## config.mk

```make
export PLATFORM = sky130hd
export DESIGN_NAME = rf_op_seq
export DESIGN_NICKNAME = d
export VERILOG_FILES = /design/src/rtl/rf_op_seq_pkg.sv /design/src/rtl/rf_op_alu.sv /design/src/rtl/rf_op_seq.sv
export SDC_FILE = /design/constraint.sdc
export NUM_CORES = 1
export LEC_CHECK = 0
export ABC_CLOCK_PERIOD_IN_PS = 7700
export CAP_MARGIN = 20
export CORE_UTILIZATION = 55
export CTS_CLUSTER_SIZE = 16
export DETAILED_ROUTE_END_ITERATION = 12
export PLACE_DENSITY = 0.85
export REMOVE_ABC_BUFFERS = 1
export SLEW_MARGIN = 20
export SYNTH_ARGS = -nofsm -noshare
export SYNTH_HDL_FRONTEND = slang
export SYNTH_HIERARCHICAL = 1
export SYNTH_SLANG_ARGS = --single-unit
```

## constraint.sdc

```tcl
create_clock -name clk -period 7.7 [get_ports clk]
set_input_delay 1.155 -clock clk [delete_from_list [all_inputs] [get_ports clk]]
set_output_delay 1.155 -clock clk [all_outputs]
set_load 0.03 [all_outputs]
```

## src/rtl/rf_op_seq_pkg.sv

```systemverilog
// Shared opcodes and FSM state encoding for the rf_op_seq register-file sequencer.
package rf_op_seq_pkg;

  localparam logic [2:0] OP_NOP = 3'b000;
  localparam logic [2:0] OP_ADD = 3'b001;
  localparam logic [2:0] OP_SUB = 3'b010;
  localparam logic [2:0] OP_AND = 3'b011;
  localparam logic [2:0] OP_OR  = 3'b100;
  localparam logic [2:0] OP_XOR = 3'b101;
  localparam logic [2:0] OP_MOV = 3'b110;
  localparam logic [2:0] OP_LDI = 3'b111;

  typedef enum logic [2:0] {
    ST_IDLE = 3'd0,
    ST_RD_A = 3'd1,
    ST_RD_B = 3'd2,
    ST_EXEC = 3'd3,
    ST_WB   = 3'd4
  } state_t;

  // Only the two-operand arithmetic/logic ops touch the carry and zero flags.
  function automatic logic op_sets_flags(input logic [2:0] op);
    return (op == OP_ADD) || (op == OP_SUB) || (op == OP_AND) ||
           (op == OP_OR)  || (op == OP_XOR);
  endfunction

endpackage

```

## src/rtl/rf_op_alu.sv

```systemverilog
// Combinational ALU for rf_op_seq: (op, a, b) -> (result, carry).
module rf_op_alu
  import rf_op_seq_pkg::*;
#(
  parameter int DATA_W = 8
) (
  input  logic [2:0]        op,
  input  logic [DATA_W-1:0] a,
  input  logic [DATA_W-1:0] b,
  output logic [DATA_W-1:0] result,
  output logic              carry
);

  logic [DATA_W:0] ext;

  // Work one bit wider so the top bit carries the ADD carry-out or SUB borrow.
  always_comb begin
    ext = '0;
    case (op)
      OP_ADD:  ext = {1'b0, a} + {1'b0, b};
      OP_SUB:  ext = {1'b0, a} - {1'b0, b};
      OP_AND:  ext = {1'b0, a & b};
      OP_OR:   ext = {1'b0, a | b};
      OP_XOR:  ext = {1'b0, a ^ b};
      OP_MOV:  ext = {1'b0, a};
      default: ext = '0;
    endcase
  end

  assign result = ext[DATA_W-1:0];
  assign carry  = ext[DATA_W];

endmodule

```

## src/rtl/rf_op_seq.sv

```systemverilog
// rf_op_seq: instruction sequencer driving both ports of a small register file.
// Optional flag registers are built when RF_OP_SEQ_FLAGS_EN is defined; otherwise
// flag_c/flag_z are tied to 0.
module rf_op_seq
  import rf_op_seq_pkg::*;
#(
  parameter int DATA_W = 8,
  parameter int ADDR_W = 2
) (
  input  logic              clk,
  input  logic              rst_b,
  input  logic              instr_valid,
  output logic              instr_ready,
  input  logic [2:0]        instr_op,
  input  logic [ADDR_W-1:0] instr_dst,
  input  logic [ADDR_W-1:0] instr_src_a,
  input  logic [ADDR_W-1:0] instr_src_b,
  input  logic [DATA_W-1:0] instr_imm,
  output logic [ADDR_W-1:0] rf_rd_addr,
  input  logic [DATA_W-1:0] rf_rd_data,
  output logic              rf_wr_e,
  output logic [ADDR_W-1:0] rf_wr_addr,
  output logic [DATA_W-1:0] rf_wr_data,
  output logic              done,
  output logic              flag_c,
  output logic              flag_z
);

  state_t              state_q, state_d;
  logic [2:0]          op_q;
  logic [ADDR_W-1:0]   dst_q, src_a_q, src_b_q;
  logic [DATA_W-1:0]   op_a_q, op_b_q, result_q;
  logic [DATA_W-1:0]   alu_result;
  logic                alu_carry;

  rf_op_alu #(.DATA_W(DATA_W)) u_alu (
    .op     (op_q),
    .a      (op_a_q),
    .b      (op_b_q),
    .result (alu_result),
    .carry  (alu_carry)
  );

  // State register plus instruction capture, operand fetch and result latch.
  always_ff @(posedge clk) begin
    if (!rst_b) begin
      state_q  <= ST_IDLE;
      op_q     <= '0;
      dst_q    <= '0;
      src_a_q  <= '0;
      src_b_q  <= '0;
      op_a_q   <= '0;
      op_b_q   <= '0;
      result_q <= '0;
    end else begin
      state_q <= state_d;
      case (state_q)
        ST_IDLE: begin
          if (instr_valid) begin
            op_q     <= instr_op;
            dst_q    <= instr_dst;
            src_a_q  <= instr_src_a;
            src_b_q  <= instr_src_b;
            result_q <= (instr_op == OP_LDI) ? instr_imm : '0;
          end
        end
        ST_RD_A: op_a_q   <= rf_rd_data;
        ST_RD_B: op_b_q   <= rf_rd_data;
        ST_EXEC: result_q <= alu_result;
        default: ;
      endcase
    end
  end

  // Next-state and port drive; write/done are held off while reset is asserted.
  always_comb begin
    state_d     = state_q;
    instr_ready = 1'b0;
    rf_rd_addr  = '0;
    rf_wr_e     = 1'b0;
    rf_wr_addr  = '0;
    rf_wr_data  = '0;
    done        = 1'b0;
    case (state_q)
      ST_IDLE: begin
        instr_ready = 1'b1;
        if (instr_valid) begin
          if (instr_op == OP_NOP || instr_op == OP_LDI) state_d = ST_WB;
          else                                          state_d = ST_RD_A;
        end
      end
      ST_RD_A: begin
        rf_rd_addr = src_a_q;
        state_d    = (op_q == OP_MOV) ? ST_EXEC : ST_RD_B;
      end
      ST_RD_B: begin
        rf_rd_addr = src_b_q;
        state_d    = ST_EXEC;
      end
      ST_EXEC: state_d = ST_WB;
      ST_WB: begin
        done = rst_b;
        if (op_q != OP_NOP) begin
          rf_wr_e    = rst_b;
          rf_wr_addr = dst_q;
          rf_wr_data = result_q;
        end
        state_d = ST_IDLE;
      end
      default: state_d = ST_IDLE;
    endcase
  end

`ifdef RF_OP_SEQ_FLAGS_EN
  logic carry_q, flag_c_q, flag_z_q;

  // Carry is captured with the result; flags commit at writeback of ALU ops only.
  always_ff @(posedge clk) begin
    if (!rst_b) begin
      carry_q  <= 1'b0;
      flag_c_q <= 1'b0;
      flag_z_q <= 1'b0;
    end else begin
      if (state_q == ST_EXEC) carry_q <= alu_carry;
      if (state_q == ST_WB && op_sets_flags(op_q)) begin
        flag_c_q <= carry_q;
        flag_z_q <= (result_q == '0);
      end
    end
  end

  assign flag_c = flag_c_q;
  assign flag_z = flag_z_q;
`else
  logic carry_unused;
  assign carry_unused = alu_carry;
  assign flag_c       = 1'b0;
  assign flag_z       = 1'b0;
`endif

endmodule
```

==> results.json, run 1 <==
{
  "status": "finished, violations left",
  "violations": "DRC",
  "postCtsSetupBuffers": 0,
  "vias": 2327,
  "cts-root-buf": "clkbuf_8",
  "rrSetupSlack_ns": 4.02,
  "min_path_type": "reg2reg",
  "start_util_pct": 59.1,
  "drive_above_1_share_pct": 4.79,
  "chipWidth_um": 71.4,
  "dp_slack_ns": 4.04,
  "row_count": 24,
  "tightestPinTransition_ns": 1.06,
  "fp.dieH_um": 71.4,
  "dr.pass1.iters": 9,
  "port_buffers": 42,
  "rr_endpoint": "result_q[6]",
  "r2r-start": "op_q[1]",
  "numCtsBuffers": 5,
  "max_freq_ghz": 0.253,
  "pwr_density_cell_mw_per_mm2": 220,
  "via_per_inst": 5.72,
  "ctsResizeCount": 0,
  "final_cells": 407,
  "drv_slew": 0,
  "ant_nets": 0,
  "grt_pass1_vias": 2146,
  "nNetsFinal": 409,
  "rr_worst_depth": 11,
  "drtIter0Drc": 166,
  "dp_cells": 399,
  "crit_path_start_kind": "flip-flop",
  "insertedDiodeCount": 0,
  "syn_area_mm2": 0.00265,
  "crit_type": "reg2out",
  "total_power_mw": 0.688,
  "critPathMaxFanout": 13,
  "post_dp_cell_area_mm2": 0.00301,
  "setup_violations": 0,
  "setup_ws_ns": 3.74,
  "clock_sinks": 36,
  "clk_pin_slew_ns": 0.07,
  "whs_endpoint": "dst_q[1]",
  "cts_tree": "done",
  "grt.total_usage_pct": 24.8,
  "hpwl_um": 4260,
  "min_from": "dst_q[1]",
  "core_area_mm2": 0.00447,
  "cpMaxStageDelayCell": "nor3b_2",
  "synth_area_per_cell_um2": 8.14,
  "hold_viol": 0,
  "cp_slowest_stage_delay_ns": 0.94,
  "drc": 3,
  "overflow": 0,
  "setup_tns_ns": 0,
  "dieArea_mm2": 0.00509,
  "postSynthCellCount": 325,
  "fillers": 365,
  "vdd_drop_max_mv": 0.155,
  "yosysWarnings": 6,
  "io_pins": 45,
  "wl_per_cell_um": 15.3,
  "critical_path_required_ns": 6.55,
  "multi_input_area_mm2": 0.00171,
  "grt_pass1_wl_um": 9850,
  "finalInstanceArea_mm2": 0.00312,
  "rsz0062_at_grt": "no",
  "min_period_ns": 3.96,
  "slew_headroom_pct": 28.9,
  "antenna_found_initial": 0,
  "clk_latency_ns": 0.29,
  "ctsHoldBuffers": 0,
  "ctsLongestPathBuffers": 2,
  "grt_max_degree": 34,
  "p_leak_nw": 1.28,
  "h-tree-depth": 2,
  "syn_to_final_growth_pct": 18.0,
  "holdPathStages": 2,
  "cap_violations": 0,
  "drt_wl_total_um": 6210,
  "globalplace.congestion": 0.900,
  "seq_area_um2": 721,
  "finalCritPeriodShare_pct": 51.4,
  "crit_chain": "nor3b_2 > a22o_1 > clkdlybuf4s50_1",
  "fin_skew_ns": 0.00224,
  "cp.arrival_ns": 2.80,
  "endpoint_kind": "output pin"
}
==> per-stage QoR <==
step / util, % / hold slack (ns)
2_1_floorplan: - / 0.432
3_3_place_gp: 67.3 / 0.440
3_5_place_dp: 67.3 / 0.445
4_1_cts: 69.4 / 0.454
5_1_grt: 69.8 / 0.467
6_report: 69.8 / 0.451
==> final cells by class <==
cell class | count | share of cell area, %
repair buffers | 43 | 13.9
flip-flops and latches | 36 | 23.1
inverters | 24 | 2.89
multi-input cells | 245 | 54.9
well taps | 52 | 2.08
clock buffers | 7 | 3.09
==> cell usage in the layout (no fill, tap or decap), types with 7 or more instances in the layout <==
master,n
mux2i_1,22
dfxtp_1,36
and2_1,12
inv_1,24
xnor2_1,9
clkbuf_8,7
a21oi_1,36
nor2_1,28
nand2_1,35
clkdlybuf4s50_1,42
a211oi_1,7
ha_1,25
o21ai_0,11
==> sequential cells by signal, indices dropped and copies added (netlist names) <==
register and cells:
op_a_q 8, op_b_q 8, result_q 8, op_q 3, state_q 3, dst_q 2
src_a_q 2, src_b_q 2
==> worst max-delay path by stage <==
stage          cells after the start  startpoint  slack, ns            end
5_1_grt                            3  state_q[1]       3.60  rf_rd_addr[0]
3_3_place_gp                       3       rst_b       4.07           done
3_5_place_dp                       3       rst_b       4.04           done
4_1_cts                            3  state_q[0]       3.75  rf_rd_addr[1]
6_report                           3  state_q[0]       3.74  rf_rd_addr[0]
2_1_floorplan                      2  state_q[0]       4.47  rf_rd_addr[0]
==> routing by layer <==
layer | part of all wire (%) | track usage (%)
met1 | 43 | 30.3
met2 | 51 | 43.0
met3 | 4.0 | 4.50
met4 | 2.2 | 10.2
met5 | 0 | 0
==> worst max-delay path, delay by kind of cell (launching register included) <==
family,cells,cell delay [ns]
compound gates,1,0.27
buf+inv,1,0.67
flops,1,0.63
simple gates,1,0.94
==> power breakdown <==
group          switching, mW  internal, mW  total, mW  leakage [nW]
clock network         0.0659        0.0797      0.146        0.0503
registers             0.0344         0.209      0.243         0.295
logic                  0.159         0.140      0.299         0.932
(Power assumes the default switching activity.)
==> run 2: changes to the inputs <==
--- a/config.mk
+++ b/config.mk
@@ -5,12 +5,12 @@
 export SDC_FILE = /design/constraint.sdc
 export NUM_CORES = 1
 export LEC_CHECK = 0
-export ABC_CLOCK_PERIOD_IN_PS = 7700
+export ABC_CLOCK_PERIOD_IN_PS = 3500
 export CAP_MARGIN = 20
-export CORE_UTILIZATION = 55
+export CORE_UTILIZATION = 49
 export CTS_CLUSTER_SIZE = 16
 export DETAILED_ROUTE_END_ITERATION = 12
-export PLACE_DENSITY = 0.85
+export PLACE_DENSITY = 0.8
 export REMOVE_ABC_BUFFERS = 1
 export SLEW_MARGIN = 20
 export SYNTH_ARGS = -nofsm -noshare
==> constraint.sdc (replaced) <==
create_clock -name clk -period 3.5 [get_ports clk]
set_input_delay 0.525 -clock clk [delete_from_list [all_inputs] [get_ports clk]]
set_output_delay 0.525 -clock clk [all_outputs]
set_load 0.03 [all_outputs]
==> results.json, run 2 (synthesis gave the netlist of run 1 again) <==
{
  "multi_input_area_mm2": 0.00171,
  "slew_headroom_pct": 37.1,
  "clk_latency_ns": 0.29,
  "max_freq_ghz": 0.321,
  "hpwl_um": 4450,
  "rr_endpoint": "result_q[6]",
  "final_cell_mix": "42 x clkdlybuf4s50_1, 36 x a21oi_1, 36 x dfxtp_1, 35 x nand2_1, 28 x nor2_1",
  "postCtsSetupBuffers": 0,
  "holdPathStages": 2,
  "ctsHoldBuffers": 0,
  "setup_violations": 0,
  "endpoint_kind": "flip-flop",
  "mostFrequentLayoutCell": "clkdlybuf4s50_1",
  "start_util_pct": 51.5,
  "nNetsFinal": 414,
  "core_area_mm2": 0.00514,
  "finalCritPeriodShare_pct": 89.0,
  "insertedDiodeCount": 0,
  "grt_max_degree": 34,
  "p_leak_nw": 1.30,
  "routed.top_layer": "met4",
  "chipWidth_um": 75.5,
  "antenna_found_initial": 0,
  "wl_per_cell_um": 14.5,
  "min_from": "result_q[0]",
  "rsz0062_at_grt": "no",
  "m1WireLength_um": 2890,
  "overflow": 0,
  "row_count": 26,
  "numCtsBuffers": 5,
  "seq_area_um2": 721,
  "whs_endpoint": "result_q[0]",
  "drc": 0,
  "rr_worst_depth": 12,
  "drtIter0Drc": 119,
  "hold_viol": 0,
  "rrSetupSlack_ns": 0.39,
  "dr_wl_met2_um": 2970,
  "drv_slew": 0,
  "port_buffers": 42,
  "drt_wl_total_um": 6260,
  "ant_nets": 0,
  "grt_pass1_vias": 2151,
  "fin_skew_ns": 0.00999,
  "tightestPinTransition_ns": 0.938,
  "clk_pin_slew_ns": 0.08,
  "grt_pass1_wl_um": 10300,
  "post_dp_cell_area_mm2": 0.00308,
  "cp.arrival_ns": 3.30,
  "dieArea_mm2": 0.00570,
  "dr.pass1.iters": 4,
  "ctsResizeCount": 0,
  "min_path_type": "reg2reg",
  "clock_sinks": 36,
  "via_per_inst": 5.47,
  "grt.total_usage_pct": 24.2,
  "crit_path_start_kind": "flip-flop",
  "finalInstanceArea_mm2": 0.00319,
  "status": "finished, final reports clean",
  "h-tree-depth": 2,
  "setup_tns_ns": 0,
  "fp.dieH_um": 75.5,
  "final_util_pct": 62.0,
  "wl_met3_um": 307,
  "dp_cells": 423,
  "drive_above_1_share_pct": 6.37,
  "min_period_ns": 3.11,
  "cap_violations": 0,
  "critPathMaxFanout": 7,
  "crit_type": "reg2reg",
  "globalplace.congestion": 0.912,
  "pwr_density_cell_mw_per_mm2": 491,
  "final_cells": 431,
  "r2r-start": "op_q[1]",
  "ctsLongestPathBuffers": 2,
  "largestRegisters": "op_a_q x8, op_b_q x8, result_q x8",
  "critical_path_required_ns": 3.68,
  "cts_tree": "done",
  "vdd_drop_max_mv": 0.260,
  "cts-root-buf": "clkbuf_8",
  "vias": 2356,
  "syn_to_final_growth_pct": 20.6,
  "fillers": 486,
  "io_pins": 45
}
## run 2: changes by cell type in the layout (fill, tap and decap cells not counted)
cell | before | now
bufinv_16 | 0 | 1
inv_1 | 24 | 23
buf_4 | 0 | 6
buf_8 | 1 | 0
clkinv_1 | 0 | 1
clkbuf_8 | 7 | 5
clkinv_2 | 0 | 1
clkinvlp_4 | 0 | 1
## run 2: how the worst max path moves through the flow
stage	slack, ns	cells past startpoint	to	from
after CTS	0.43	12	result_q[6]	op_q[1]
after floorplan	0.48	11	result_q[6]	op_q[1]
after global routing	0.11	12	result_q[6]	op_q[1]
final	0.39	12	result_q[6]	op_q[1]
after global placement	0.58	12	result_q[6]	op_q[1]
after detailed placement	0.50	12	result_q[6]	op_q[1]
## run 2: area by class of cell
cell class	instances	area share, %
Multi-Input combinational cell	245	53.7
Sequential cell	36	22.6
Timing Repair Buffer	48	14.6
Inverter	24	2.82
Tap cell	70	2.75
Clock buffer	5	2.16
Clock inverter	3	1.33
## run 2: critical path, cell delays in order, from the launching register on
cell and delay, ns:
dfxtp_1 0.33, nor2b_1 0.13, buf_4 0.15, nor2b_1 0.43, mux2_2 0.42, fa_1 0.44, nor2b_1 0.21, o21ba_2 0.16
o21a_1 0.13, nor3_1 0.05, o31ai_1 0.22, a21oi_1 0.09, a211oi_1 0.25
## run 2: stage by stage
stage	hold slack (ns)	power (mW)	worst slack [ns]
floorplan	0.432	1.01	0.484
global placement	0.443	1.18	0.577
detailed placement	0.449	1.19	0.504
CTS	0.460	1.57	0.428
global route	0.471	1.68	0.112
finish	0.458	1.56	0.385
## run 2: routing by layer
layer / global-route usage [%] / vias up
met1: 33.3 / 1115
met2: 38.7 / 56
met5: 0 / -
met4: 7.82 / 0
met3: 3.97 / 11
li1: - / 1174
## run 2: power breakdown
group	internal [mW]	switching, mW	leakage (nW)
logic	0.315	0.367	0.953
clock network	0.211	0.157	0.0541
registers	0.459	0.0560	0.295
total	0.985	0.580	1.30
==> run 3: changes to the inputs <==
--- a/config.mk
+++ b/config.mk
@@ -7,7 +7,9 @@
 export LEC_CHECK = 0
 export ABC_CLOCK_PERIOD_IN_PS = 3500
 export CAP_MARGIN = 20
-export CORE_UTILIZATION = 49
+export CELL_PAD_IN_SITES_DETAIL_PLACEMENT = 1
+export CELL_PAD_IN_SITES_GLOBAL_PLACEMENT = 1
+export CORE_UTILIZATION = 36
 export CTS_CLUSTER_SIZE = 16
 export DETAILED_ROUTE_END_ITERATION = 12
 export PLACE_DENSITY = 0.8
==> results.json, run 3 (synthesis gave the netlist of run 1 again) <==
{
  "status": "finished, final reports clean",
  "cp-endpoint": "result_q[6]",
  "antenna_found_initial": 0,
  "wl_per_cell_um": 15.8,
  "grt_pass1_wl_um": 12000,
  "grt_max_degree": 34,
  "crit_type": "reg2reg",
  "cap_violations": 0,
  "cp.arrival_ns": 3.37,
  "ant_nets": 0,
  "syn_to_final_growth_pct": 22.2,
  "critPathMaxFanout": 7,
  "io_pins": 45,
  "finalCritPeriodShare_pct": 89.9,
  "setup_violations": 0,
  "endpoint_kind": "flip-flop",
  "max_freq_ghz": 0.318,
  "rr_worst_depth": 12,
  "r2r-start": "op_q[1]",
  "via_per_inst": 5.24,
  "core_area_mm2": 0.00694,
  "path_common_cell": "nor2b_1",
  "clk_latency_ns": 0.30,
  "chipWidth_um": 87.7,
  "drive_above_1_share_pct": 6.35,
  "grt_pass1_vias": 2466,
  "setup_tns_ns": 0,
  "overflow": 0,
  "critical_path_required_ns": 3.72,
  "clock_sinks": 36,
  "p_leak_nw": 1.31,
  "drtIter0Drc": 88,
  "critPathBufInv": 1,
  "dr.pass1.iters": 4,
  "h-tree-depth": 2,
  "cpMaxStageDelayCell": "nor2b_1",
  "tightestPinTransition_ns": 0.923,
  "ctsHoldBuffers": 0,
  "rsz0062_at_grt": "no",
  "pwr_density_cell_mw_per_mm2": 489,
  "hpwl_um": 5450,
  "numCtsBuffers": 5,
  "holdWs_ns": 0.459,
  "hold_viol": 0,
  "fin_skew_ns": 0.00905,
  "nNetsFinal": 415,
  "path_depth": 12,
  "drv_slew": 0,
  "dieArea_mm2": 0.00769,
  "row_count": 30,
  "crit_start": "op_q[1]",
  "grt.total_usage_pct": 20.3,
  "clk_pin_slew_ns": 0.08,
  "start_util_pct": 38.1,
  "largestRegisters": "op_a_q x8, op_b_q x8, result_q x8",
  "mostFrequentLayoutCell": "clkdlybuf4s50_1",
  "drc": 0,
  "crit_path_start_kind": "flip-flop",
  "cp_top_family": "compound AO/OA/AOI/OAI gates",
  "globalplace.congestion": 0.871,
  "fp.dieH_um": 87.7,
  "crit_chain": "nor2b_1 > buf_4 > nor2b_1 > mux2_2 > fa_1 > nor2b_1 > o21ba_2 > o21a_1 > nor3_1 > o31ai_1 > a21oi_1 > a211oi_1",
  "rr_endpoint": "result_q[6]",
  "final_cell_mix": "42 x clkdlybuf4s50_1, 36 x a21oi_1, 36 x dfxtp_1, 35 x nand2_1, 28 x nor2_1",
  "cts-root-buf": "clkbuf_8",
  "vdd_drop_max_mv": 0.210,
  "cts_tree": "done",
  "vias": 2400,
  "insertedDiodeCount": 0,
  "rrSetupSlack_ns": 0.35,
  "ctsResizeCount": 0,
  "drt_wl_total_um": 7240,
  "ctsLongestPathBuffers": 2,
  "cp_slowest_stage_delay_ns": 0.44,
  "postCtsSetupBuffers": 0,
  "port_buffers": 42,
  "min_period_ns": 3.15,
  "min_path_type": "reg2reg",
  "slew_headroom_pct": 38.2
}
-- run 3: cell count changes in the layout (fill, tap and decap cells not counted) --
cell | previous run | this run
clkbuf_1 | 0 | 1
buf_8 | 0 | 1
clkinvlp_4 | 1 | 0
-- run 3: worst min-delay path by stage --
stage                      startpoint          end  slack (ns)  cells after the start
after detailed placement  result_q[3]  result_q[3]        0.45                      2
after CTS                    dst_q[0]     dst_q[0]        0.46                      2
after global routing         dst_q[0]     dst_q[0]        0.48                      2
after global placement       dst_q[1]     dst_q[1]        0.44                      2
final                        dst_q[0]     dst_q[0]        0.46                      2
after floorplan              dst_q[0]     dst_q[0]        0.43                      2
-- run 3: final cells by class --
cell class              instances  area (µm²)
well taps                      96         120
fillers                       857        3710
multi-input cells             245        1710
inverters                      24        90.1
flip-flops and latches         36         721
clock buffers                   6        72.6
clock inverters                 2        35.0
repair buffers                 49         480
-- run 3: tightest hold or removal path: cells and delay by family (launching register included) --
family,cells,cell delay (ns)
DFF,1,0.31
AOI/OAI and AO/OA,1,0.06
and+or+nand+nor,1,0.05
-- run 3: report_power, final --
part           internal, mW  leakage, nW  total, mW  switching [mW]
sequential            0.459        0.295      0.521          0.0617
combinational         0.319        0.960      0.694           0.375
clock                 0.211       0.0552      0.366           0.155
-- run 3: routing by layer --
metal	GRT usage [%]	share of wire [%]	vias to the layer above
met1	24.6	46	1189
li1	-	-	1179
met5	0	0	-
met2	36.4	51	25
met4	5.96	1.3	0
met3	3.49	2.1	7
-- run 3: through the flow --
stage	cells	cell area (µm²)	utilization (%)	worst slack [ns]	total power [mW]
after floorplan	305	2510	-	0.484	1.01
after global placement	449	3110	44.8	0.548	1.18
after detailed placement	449	3110	44.8	0.384	1.22
after CTS	457	3220	46.3	0.353	1.59
after global routing	458	3230	46.6	0.0976	1.69
final	458	3230	46.6	0.354	1.58
